==> config.mk <==
export PLATFORM = sky130hd
export DESIGN_NAME = controlador_de_jogo
export DESIGN_NICKNAME = d
export VERILOG_FILES = /design/src/rtl/controlador_de_jogo_pkg.sv /design/src/rtl/controlador_de_jogo_detector_de_borda.sv /design/src/rtl/controlador_de_jogo.sv
export SDC_FILE = /design/constraint.sdc
export NUM_CORES = 1
export LEC_CHECK = 0
export CELL_PAD_IN_SITES_DETAIL_PLACEMENT = 1
export CELL_PAD_IN_SITES_GLOBAL_PLACEMENT = 2
export CORE_MARGIN = 3
export CORE_UTILIZATION = 32
export CTS_CLUSTER_DIAMETER = 40
export DETAILED_ROUTE_END_ITERATION = 6
export GPL_TIMING_DRIVEN = 0
export PLACE_DENSITY = 0.91
export SYNTH_ARGS = -nofsm -noshare
export SYNTH_HDL_FRONTEND = slang
export SYNTH_SLANG_ARGS = --single-unit
==> constraint.sdc <==
create_clock -name clock -period 6.8 [get_ports clock]
set_input_delay 2.04 -clock clock [delete_from_list [all_inputs] [get_ports clock]]
set_output_delay 2.04 -clock clock [all_outputs]
set_load 0.01 [all_outputs]
==> src/rtl/controlador_de_jogo_pkg.sv <==
// Shared definitions for the battleship attack sequencer.
// Holds the FSM state encoding and the 5x7 board geometry.
// Imported by controlador_de_jogo and its sub-modules.
package controlador_de_jogo_pkg;

  localparam int NUM_COLUNAS = 5;
  localparam int NUM_LINHAS  = 7;
  localparam int NUM_CELULAS = NUM_COLUNAS * NUM_LINHAS;

  typedef enum logic [2:0] {
    OCIOSO   = 3'd0,
    CONTAGEM = 3'd1,
    JOGANDO  = 3'd2,
    VALIDA   = 3'd3,
    DISPARO  = 3'd4,
    AVALIA   = 3'd5,
    VITORIA  = 3'd6,
    DERROTA  = 3'd7
  } estado_t;

endpackage

==> src/rtl/controlador_de_jogo_detector_de_borda.sv <==
// Rising-edge detector for an already synchronized button level.
// Ports: clock, reset (sync, active-high), nivel (level in), pulso (1-cycle edge out).
// History resets to 1 so a button held through reset never produces an edge.
module detector_de_borda (
  input  logic clock,
  input  logic reset,
  input  logic nivel,
  output logic pulso
);

  logic anterior;

  always_ff @(posedge clock) begin
    if (reset) begin
      anterior <= 1'b1;
    end else begin
      anterior <= nivel;
    end
  end

  assign pulso = nivel & ~anterior;

endmodule

==> src/rtl/controlador_de_jogo.sv <==
// Attack sequencer for battleship on the 5x7 LED matrix: counts ships, validates shots,
// pulses confirmarAtaque with stable coordinates, tracks hits/shots, declares victory/defeat.
// Ports: clock/reset, btnIniciar/btnConfirmar levels, coord inputs, mapa0..4 in; registered
// attack controls, counters and end flags out.
module controlador_de_jogo #(
  parameter int MAX_TENTATIVAS = 15
) (
  input  logic       clock,
  input  logic       reset,
  input  logic       btnIniciar,
  input  logic       btnConfirmar,
  input  logic [2:0] coordColuna,
  input  logic [2:0] coordLinha,
  input  logic [6:0] mapa0,
  input  logic [6:0] mapa1,
  input  logic [6:0] mapa2,
  input  logic [6:0] mapa3,
  input  logic [6:0] mapa4,
  output logic       enableAtaque,
  output logic       confirmarAtaque,
  output logic [2:0] colunaAtaque,
  output logic [2:0] linhaAtaque,
  output logic [5:0] acertos,
  output logic [5:0] tentativas,
  output logic [5:0] totalAlvos,
  output logic       ultimoAcerto,
  output logic       jogadaInvalida,
  output logic       vitoria,
  output logic       derrota
);

  import controlador_de_jogo_pkg::*;

  function automatic logic [5:0] popcount(input logic [6:0] v);
    logic [5:0] s;
    s = '0;
    for (int i = 0; i < 7; i++) s = s + 6'(v[i]);
    return s;
  endfunction

  estado_t                estado;
  logic [2:0]             idx;
  logic [NUM_CELULAS-1:0] atacado;

  logic       pulso_iniciar;
  logic       pulso_confirmar;
  logic [6:0] coluna_contagem;
  logic [6:0] coluna_tiro;
  logic [5:0] total_prox;
  logic [5:0] posicao;
  logic       fora_do_tabuleiro;
  logic       ja_atacado;
  logic       tiro_valido;

  detector_de_borda u_borda_iniciar (
    .clock (clock),
    .reset (reset),
    .nivel (btnIniciar),
    .pulso (pulso_iniciar)
  );

  detector_de_borda u_borda_confirmar (
    .clock (clock),
    .reset (reset),
    .nivel (btnConfirmar),
    .pulso (pulso_confirmar)
  );

  always_comb begin
    coluna_contagem = 7'd0;
    case (idx)
      3'd0: coluna_contagem = mapa0;
      3'd1: coluna_contagem = mapa1;
      3'd2: coluna_contagem = mapa2;
      3'd3: coluna_contagem = mapa3;
      3'd4: coluna_contagem = mapa4;
      default: coluna_contagem = 7'd0;
    endcase
  end

  always_comb begin
    coluna_tiro = 7'd0;
    case (colunaAtaque)
      3'd0: coluna_tiro = mapa0;
      3'd1: coluna_tiro = mapa1;
      3'd2: coluna_tiro = mapa2;
      3'd3: coluna_tiro = mapa3;
      3'd4: coluna_tiro = mapa4;
      default: coluna_tiro = 7'd0;
    endcase
  end

  assign total_prox = totalAlvos + popcount(coluna_contagem);

  // Linear cell index; only meaningful once the coordinates are known in range.
  assign posicao           = 6'(colunaAtaque) * 6'd7 + 6'(linhaAtaque);
  assign fora_do_tabuleiro = (colunaAtaque > 3'(NUM_COLUNAS - 1)) ||
                             (linhaAtaque  > 3'(NUM_LINHAS - 1));
  assign ja_atacado        = fora_do_tabuleiro ? 1'b0 : atacado[posicao];
  assign tiro_valido       = !fora_do_tabuleiro && !ja_atacado;

  always_ff @(posedge clock) begin
    if (reset) begin
      estado          <= OCIOSO;
      idx             <= '0;
      atacado         <= '0;
      enableAtaque    <= 1'b0;
      confirmarAtaque <= 1'b0;
      colunaAtaque    <= '0;
      linhaAtaque     <= '0;
      acertos         <= '0;
      tentativas      <= '0;
      totalAlvos      <= '0;
      ultimoAcerto    <= 1'b0;
      jogadaInvalida  <= 1'b0;
      vitoria         <= 1'b0;
      derrota         <= 1'b0;
    end else begin
      confirmarAtaque <= 1'b0;
      jogadaInvalida  <= 1'b0;
      case (estado)
        OCIOSO: begin
          if (pulso_iniciar) begin
            acertos      <= '0;
            tentativas   <= '0;
            totalAlvos   <= '0;
            ultimoAcerto <= 1'b0;
            atacado      <= '0;
            idx          <= '0;
            enableAtaque <= 1'b1;
            estado       <= CONTAGEM;
          end
        end
        CONTAGEM: begin
          totalAlvos <= total_prox;
          idx        <= idx + 3'd1;
          if (idx == 3'(NUM_COLUNAS - 1)) begin
            // An empty map is an immediate win.
            if (total_prox == 6'd0) begin
              vitoria <= 1'b1;
              estado  <= VITORIA;
            end else begin
              estado  <= JOGANDO;
            end
          end
        end
        JOGANDO: begin
          if (pulso_confirmar) begin
            colunaAtaque <= coordColuna;
            linhaAtaque  <= coordLinha;
            estado       <= VALIDA;
          end
        end
        VALIDA: begin
          // Pulse is registered here so it is high exactly during DISPARO.
          if (tiro_valido) begin
            confirmarAtaque <= 1'b1;
            estado          <= DISPARO;
          end else begin
            jogadaInvalida  <= 1'b1;
            estado          <= JOGANDO;
          end
        end
        DISPARO: begin
          atacado[posicao] <= 1'b1;
          tentativas       <= tentativas + 6'd1;
          if (coluna_tiro[linhaAtaque]) begin
            acertos      <= acertos + 6'd1;
            ultimoAcerto <= 1'b1;
          end else begin
            ultimoAcerto <= 1'b0;
          end
          estado <= AVALIA;
        end
        AVALIA: begin
          if (acertos == totalAlvos) begin
            vitoria <= 1'b1;
            estado  <= VITORIA;
          end else if (tentativas == 6'(MAX_TENTATIVAS)) begin
            derrota <= 1'b1;
            estado  <= DERROTA;
          end else begin
            estado  <= JOGANDO;
          end
        end
        VITORIA, DERROTA: begin
          if (pulso_iniciar) begin
            vitoria      <= 1'b0;
            derrota      <= 1'b0;
            enableAtaque <= 1'b0;
            estado       <= OCIOSO;
          end
        end
        default: estado <= OCIOSO;
      endcase
    end
  end

endmodule

# [Word-level counts from Yosys, hierarchy flattened]
# Cells that the tools add are included.
[word_totals] regBits=73 inputBits=45 out_inout_bits=30 word_cells=129
[op_classes] addsub=11 multipliers=1 n_lt_le_gt_ge=5 n_eq_ne=26 muxes=40 n_bitwise=6 n_reduce_logical=24
[ops] op="35-bit case mux with 2 select lines" n=1
[ops] op="7-bit case mux with 5 select lines" n=2
[ops] op="6-bit case mux with 2 select lines" n=3
[ops] op="35-bit 2-to-1 mux" n=1
[ops] op="35-bit OR" n=1
[ops] op="3-bit 2-to-1 mux" n=8
[ops] op="3-bit case mux with 7 select lines" n=1
[ops] op="3-bit by 2-bit equality test with 1-bit output (second input constant)" n=6
[ops] op="3-bit equality test (second input constant)" n=6
[ops] op="2-bit != test (second input constant)" n=9
[ops] op="1-bit 2-to-1 mux" n=14
[ops] op="6-bit by 1-bit adder with 6-bit output (second input constant)" n=2
[ops] op="6-bit 2-to-1 mux" n=2
[ops] op="3-bit by 1-bit equality test with 1-bit output (second input constant)" n=3
[ops] op="3-bit zero test" n=3
[ops] op="4-bit AND reduction" n=2
[ops] op="2-bit nonzero test" n=4
[ops] op="6-bit by 7-bit less-than comparator with 1-bit output (second input constant)" n=1
[ops] op="5-bit by 1-bit adder with 6-bit output" n=1
[ops] op="6-bit by 1-bit adder with 6-bit output" n=1
[ops] op="6-bit by 3-bit adder with 6-bit output" n=1
[ops] op="6-bit adder" n=1
[ops] op="1-bit binary-select mux with 6-bit select" n=1
[ops] op="1-bit demux with 6-bit select" n=1
[ops] op="26 further kinds" n=38

# [Logic depth before layout (Yosys ltp)]
# Gate-level depths: netlist of run 1.
[depth] depth_word=13 mapped_depth=18 ltp_nobuf=17

# [Modules after synthesis]
# A second synthesis of run 1 with hierarchy kept.
[hier_totals] cells_unflattened=522 hier_area_um2=4564.4
[modules_own_cells] module="controlador_de_jogo" instances=1 cells_each=516 area_per_inst_um2=4499.3 seq_area_each_um2=1421.4
[modules_own_cells] module="detector_de_borda" instances=2 cells_each=3 area_per_inst_um2=32.5 seq_area_each_um2=20.0

# [Worst setup path after synthesis of run 1]
# No wires, ideal clock.
[synth_path] path_kind="input-to-reg" startpoint="input port mapa4[2]" endpoint="register vitoria" setup_time_ps=101 arrival_ps=5780 required_ps=6699 setup_slack_ps=919 stages=14 n_path_buf=0 path_cell_list="mux2_2 a221o_1 fa_1 inv_1 fa_1 inv_1 fa_1 ha_1 fa_1 xor2_1 or3_1 nor4_1 mux2i_1 o41ai_1"
[synth_via] elab_chain_cells=10
[synth_lines] element="start, declared" line="controlador_de_jogo.sv:18" source="input logic [6:0] mapa4,"
[synth_lines] element="7-bit case mux with 5 select lines" line="controlador_de_jogo.sv:71" source="case (idx)"
[synth_lines] element="2-bit by 1-bit adder with 3-bit output" line="controlador_de_jogo.sv:37" source="for (int i = 0; i < 7; i++) s = s + 6'(v[i]);"
[synth_lines] element="3-bit by 1-bit adder with 4-bit output" line="controlador_de_jogo.sv:37"
[synth_lines] element="4-bit by 1-bit adder with 5-bit output" line="controlador_de_jogo.sv:37"
[synth_lines] element="5-bit by 1-bit adder with 6-bit output" line="controlador_de_jogo.sv:37"
[synth_lines] element="6-bit by 1-bit adder with 6-bit output" line="controlador_de_jogo.sv:37"
[synth_lines] element="6-bit adder" line="controlador_de_jogo.sv:93" source="assign total_prox = totalAlvos + popcount(coluna_contagem);"
[synth_lines] element="6-bit zero test" line="controlador_de_jogo.sv:139" source="if (total_prox == 6'd0) begin"
[synth_lines] element="2-bit != test (no source line)"
[synth_lines] element="5-bit AND reduction (no source line)"
[synth_lines] element="end signal, assigned" line="controlador_de_jogo.sv:116" source="vitoria <= 1'b0;"
[synth_lines] element="end signal, assigned" line="controlador_de_jogo.sv:140" source="vitoria <= 1'b1;"
[synth_lines] element="end signal, assigned" line="controlador_de_jogo.sv:177" source="vitoria <= 1'b1;"
[synth_lines] element="end, declared" line="controlador_de_jogo.sv:28" source="output logic vitoria,"
# No other way between the ends.
# A chain may end at the register's enable or synchronous reset.

# [Final worst setup path of run 1]
[layout_path] startpoint="input port mapa2[0]" endpoint="register vitoria"
[layout_via] elab_chain_cells=11
[layout_lines] element="start, declared" line="controlador_de_jogo.sv:16" source="input logic [6:0] mapa2,"
[layout_lines] element="7-bit case mux with 5 select lines" line="controlador_de_jogo.sv:71"
[layout_lines] element="1-bit by 1-bit adder with 2-bit output" line="controlador_de_jogo.sv:37"
[layout_lines] element="2-bit by 1-bit adder with 3-bit output" line="controlador_de_jogo.sv:37"
[layout_lines] element="3-bit by 1-bit adder with 4-bit output" line="controlador_de_jogo.sv:37"
[layout_lines] element="4-bit by 1-bit adder with 5-bit output" line="controlador_de_jogo.sv:37"
[layout_lines] element="5-bit by 1-bit adder with 6-bit output" line="controlador_de_jogo.sv:37"
[layout_lines] element="6-bit by 1-bit adder with 6-bit output" line="controlador_de_jogo.sv:37"
[layout_lines] element="6-bit adder" line="controlador_de_jogo.sv:93"
[layout_lines] element="6-bit zero test" line="controlador_de_jogo.sv:139"
[layout_lines] element="2-bit != test (no source line)"
[layout_lines] element="5-bit AND reduction (no source line)"
# No other way between the ends.

==> impl_metrics.py, run 1 <==
metrics = {
    "status": {
        "outcome": "completed",
    },
    "synthesis": {
        "syn_avg_cell_area_um2": 8.59,
        "yosysUniqueCellTypes": 68,
        "synth-edff-count": 0,
        "ys_warn_count": 0,
        "yosys_register_bits": 73,
        "synthArstFlopShare": 0,
        "synth_area_leaders": "dfxtp_1 (32%), ha_1 (7.4%), a21oi_1 (4.1%)",
        "syn_inst": 530,
        "yosysSeqAreaShare": 0.321,
        "synth_top_area_share": 0.321,
        "synthFlopType": "dfxtp_1",
        "syn-cell-area_um2": 4550,
        "syn-num-nets": 610,
        "synth_top_area_cell": "dfxtp_1",
    },
    "power_and_ir_drop": {
        "power_frac_seq": 0.333,
        "combPwrFrac": 0.289,
        "peakVddDrop_v": 0.000160,
        "leakagePower_uw": 0.00224,
        "switching_share": 0.309,
        "power_density_nw_per_um2": 235,
        "power_uw": 1370,
        "p_int_uw": 949,
        "power_frac_clock": 0.378,
        "power.switching_uw": 425,
    },
    "final_layout": {
        "fin_area_um2": 5840,
        "layout-drive-gt1-share": 0.0581,
        "nets": 695,
        "final_cells": 796,
        "antenna_cells": 0,
        "syn2layout_area_growth_pct": 28.2,
        "utilization": 0.430,
    },
    "worst_setup_path": {
        "arrival_ns": 6.84,
        "crit_required_ns": 7.02,
        "cp_max_fo": 2,
        "critPathLaunchType": "input pin",
        "worst_setup_path_end_kind": "flop",
        "r2r_slack_ns": 0.91,
        "path_class": "input pin to flop",
    },
    "timing": {
        "relSlewSlack": 0.450,
        "drv_slew": 0,
        "fin_skew_ns": 0.00900,
        "hold_viol": 0,
        "rsz0062_at_grt": "no",
        "tightest_slew_ns": 0.820,
        "fin_crit_ns": 6.62,
        "max_clock_freq_mhz": 151,
        "finalSetupViolations": 0,
        "finalCritPeriodShare": 0.973,
    },
    "detailed_routing": {
        "wl_um": 15300,
        "wl_per_cell_um": 19.2,
        "drtIter0Drc": 384,
        "antenna_left": 0,
        "first_pass_iters": 6,
        "dr_total_vias": 4549,
        "vias_per_cell": 5.71,
        "drc": 0,
    },
    "global_routing": {
        "grt_pass1_wl_um": 24700,
        "grt_pass1_vias": 4630,
        "grt_max_degree": 13,
        "globalRouteTotalUtil": 0.194,
        "overflow": 0,
        "antenna_found_initial": 0,
    },
    "clock_tree": {
        "postCtsResizedCells": 0,
        "cts_tree": "built",
        "numClockSinks": 73,
        "post_cts_buffers": 0,
        "cts_max_level": 3,
        "cts_buffers": 9,
        "cts.clk_slew.worst_paths_ns": 0.06,
        "clock_path_buffers": 2,
        "clockRootBuffer": "clkbuf_16",
        "hold_buffers": 0,
        "clk_latency_ns": 0.34,
    },
    "worst_hold_path": {
        "hold_class": "flop to flop",
    },
    "floorplanning": {
        "coreArea_um2": 13600,
        "die-area_um2": 15700,
        "initial_core_util": 0.336,
        "io_pins": 75,
        "rows": 42,
        "die_w_um": 125,
        "die_h_um": 125,
    },
    "job": {
        "drv_cap": 0,
    },
    "placed_design": {
        "placedCellCount": 780,
        "place_congestion": 0.812,
        "placed_cell_area_um2": 5510,
        "io_buffers": 74,
        "post-dp-hpwl_um": 11700,
    },
}
power by group through the flow:
stage                     Clock [uW]  Combinational, uW  Sequential, uW
after detailed placement           0                399             467
after floorplan                    0                254             468
after CTS                        529                400             458
after global placement             0                379             467
final                            519                398             457
after global routing             550                450             460
through the flow:
stage               hold WS (ns)  TNS, ns  setup slack (ns)
floorplan                  0.417        0             0.919
global placement           0.428        0            0.0119
detailed placement         0.450  -0.0888           -0.0888
CTS                        0.462        0             0.228
global route               0.488        0            0.0225
finish                     0.454        0             0.182
worst paths after layout:
check	from	to	cells past startpoint
hold reg to reg	atacado[30]$_SDFFE_PP0P_	atacado[30]$_SDFFE_PP0P_	2
hold / removal	atacado[30]$_SDFFE_PP0P_	atacado[30]$_SDFFE_PP0P_	2
setup reg to reg	idx[2]$_SDFFE_PP0P_	vitoria$_SDFFE_PP0P_	18
setup / recovery	mapa2[0]	vitoria$_SDFFE_PP0P_	15
area by class of cell:
class | instances | area [um^2]
clock inverter | 5 | 78.8
clock buffer | 11 | 243
buffer | 31 | 126
multi-input combinational | 403 | 2880
sequential | 73 | 1460
inverter | 23 | 86.3
fill | 1629 | 7720
timing repair buffer | 74 | 741
tap | 176 | 220
worst max-delay path, cell delays in order:
cell	delay, ns
clkdlybuf4s50_1	0.43
a222oi_1	0.34
o21ai_0	0.24
fa_1	0.57
inv_1	0.05
fa_1	0.53
inv_1	0.06
fa_1	0.47
ha_1	0.24
fa_1	0.43
xor2_1	0.17
or3_1	0.33
nor4_1	0.47
mux2i_1	0.15
o41ai_1	0.31
cells by family after synthesis:
kind of cell,after synthesis,share of synthesized area
flops,73,0.321
mux,27,0.0747
simple gates,182,0.197
fa+ha+maj,35,0.109
xor+xnor,14,0.0269
compound gates,145,0.224
buf+inv,54,0.0467
registers in the layout (all words and copies together) (netlist names), 3 cells and up:
signal / flops
atacado: 35
acertos: 6
tentativas: 6
totalAlvos: 6
colunaAtaque: 3
estado: 3
idx: 3
linhaAtaque: 3
layer usage:
metal	vias up	GRT usage	wire, um
li1	2127	-	-
met1	2269	0.265	7220
met2	140	0.315	7240
met3	13	0.0426	690
met4	0	0.0478	155
met5	-	0	0
cell usage after synthesis, types with 4 or more instances:
library cell  count
a211oi_1          4
a21o_1            4
a21oi_1          37
a222oi_1         11
a22o_1           21
a22oi_1           5
clkbuf_1         27
dfxtp_1          73
fa_1              8
ha_1             27
inv_1            23
mux2_2            6
mux2i_1          16
nand2_1          49
nand2b_1         10
nand3_1          23
nand3b_1          7
nor2_1           49
nor3_1            8
o21ai_0          25
o31ai_1           4
or2_2             4
or3_1             7
or4_1             4
xnor2_1           9
xor2_1            5
cells in the final DEF (no fill, tap or decap), types with 5 or more instances in the layout:
cell type        netlist  layout
nor3_1                 8       8
nor2_1                49      49
o21ai_0               25      25
nand2_1               49      49
nand2b_1              10      10
fa_1                   8       8
ha_1                  27      27
a21oi_1               37      37
a22oi_1                5       5
mux2i_1               16      16
xnor2_1                9       9
nand3_1               23      23
mux2_2                 6       6
clkdlybuf4s50_1        0      74
or3_1                  7       7
inv_1                 23      23
a22o_1                21      21
dfxtp_1               73      73
clkbuf_16              0       9
xor2_1                 5       5
a222oi_1              11      11
nand3b_1               7       7
clkbuf_1              27      28
Power figures use the tool's default switching activity.
==> run 2, diff against run 1 <==
CTS_CLUSTER_SIZE = 40   (was unset)
HOLD_SLACK_MARGIN = 0.02   (was unset)
SKIP_CTS_REPAIR_TIMING = 1   (was unset)
==> results of run 2 <==
No change in the layout: final DEF, timing and power equal those of run 1.
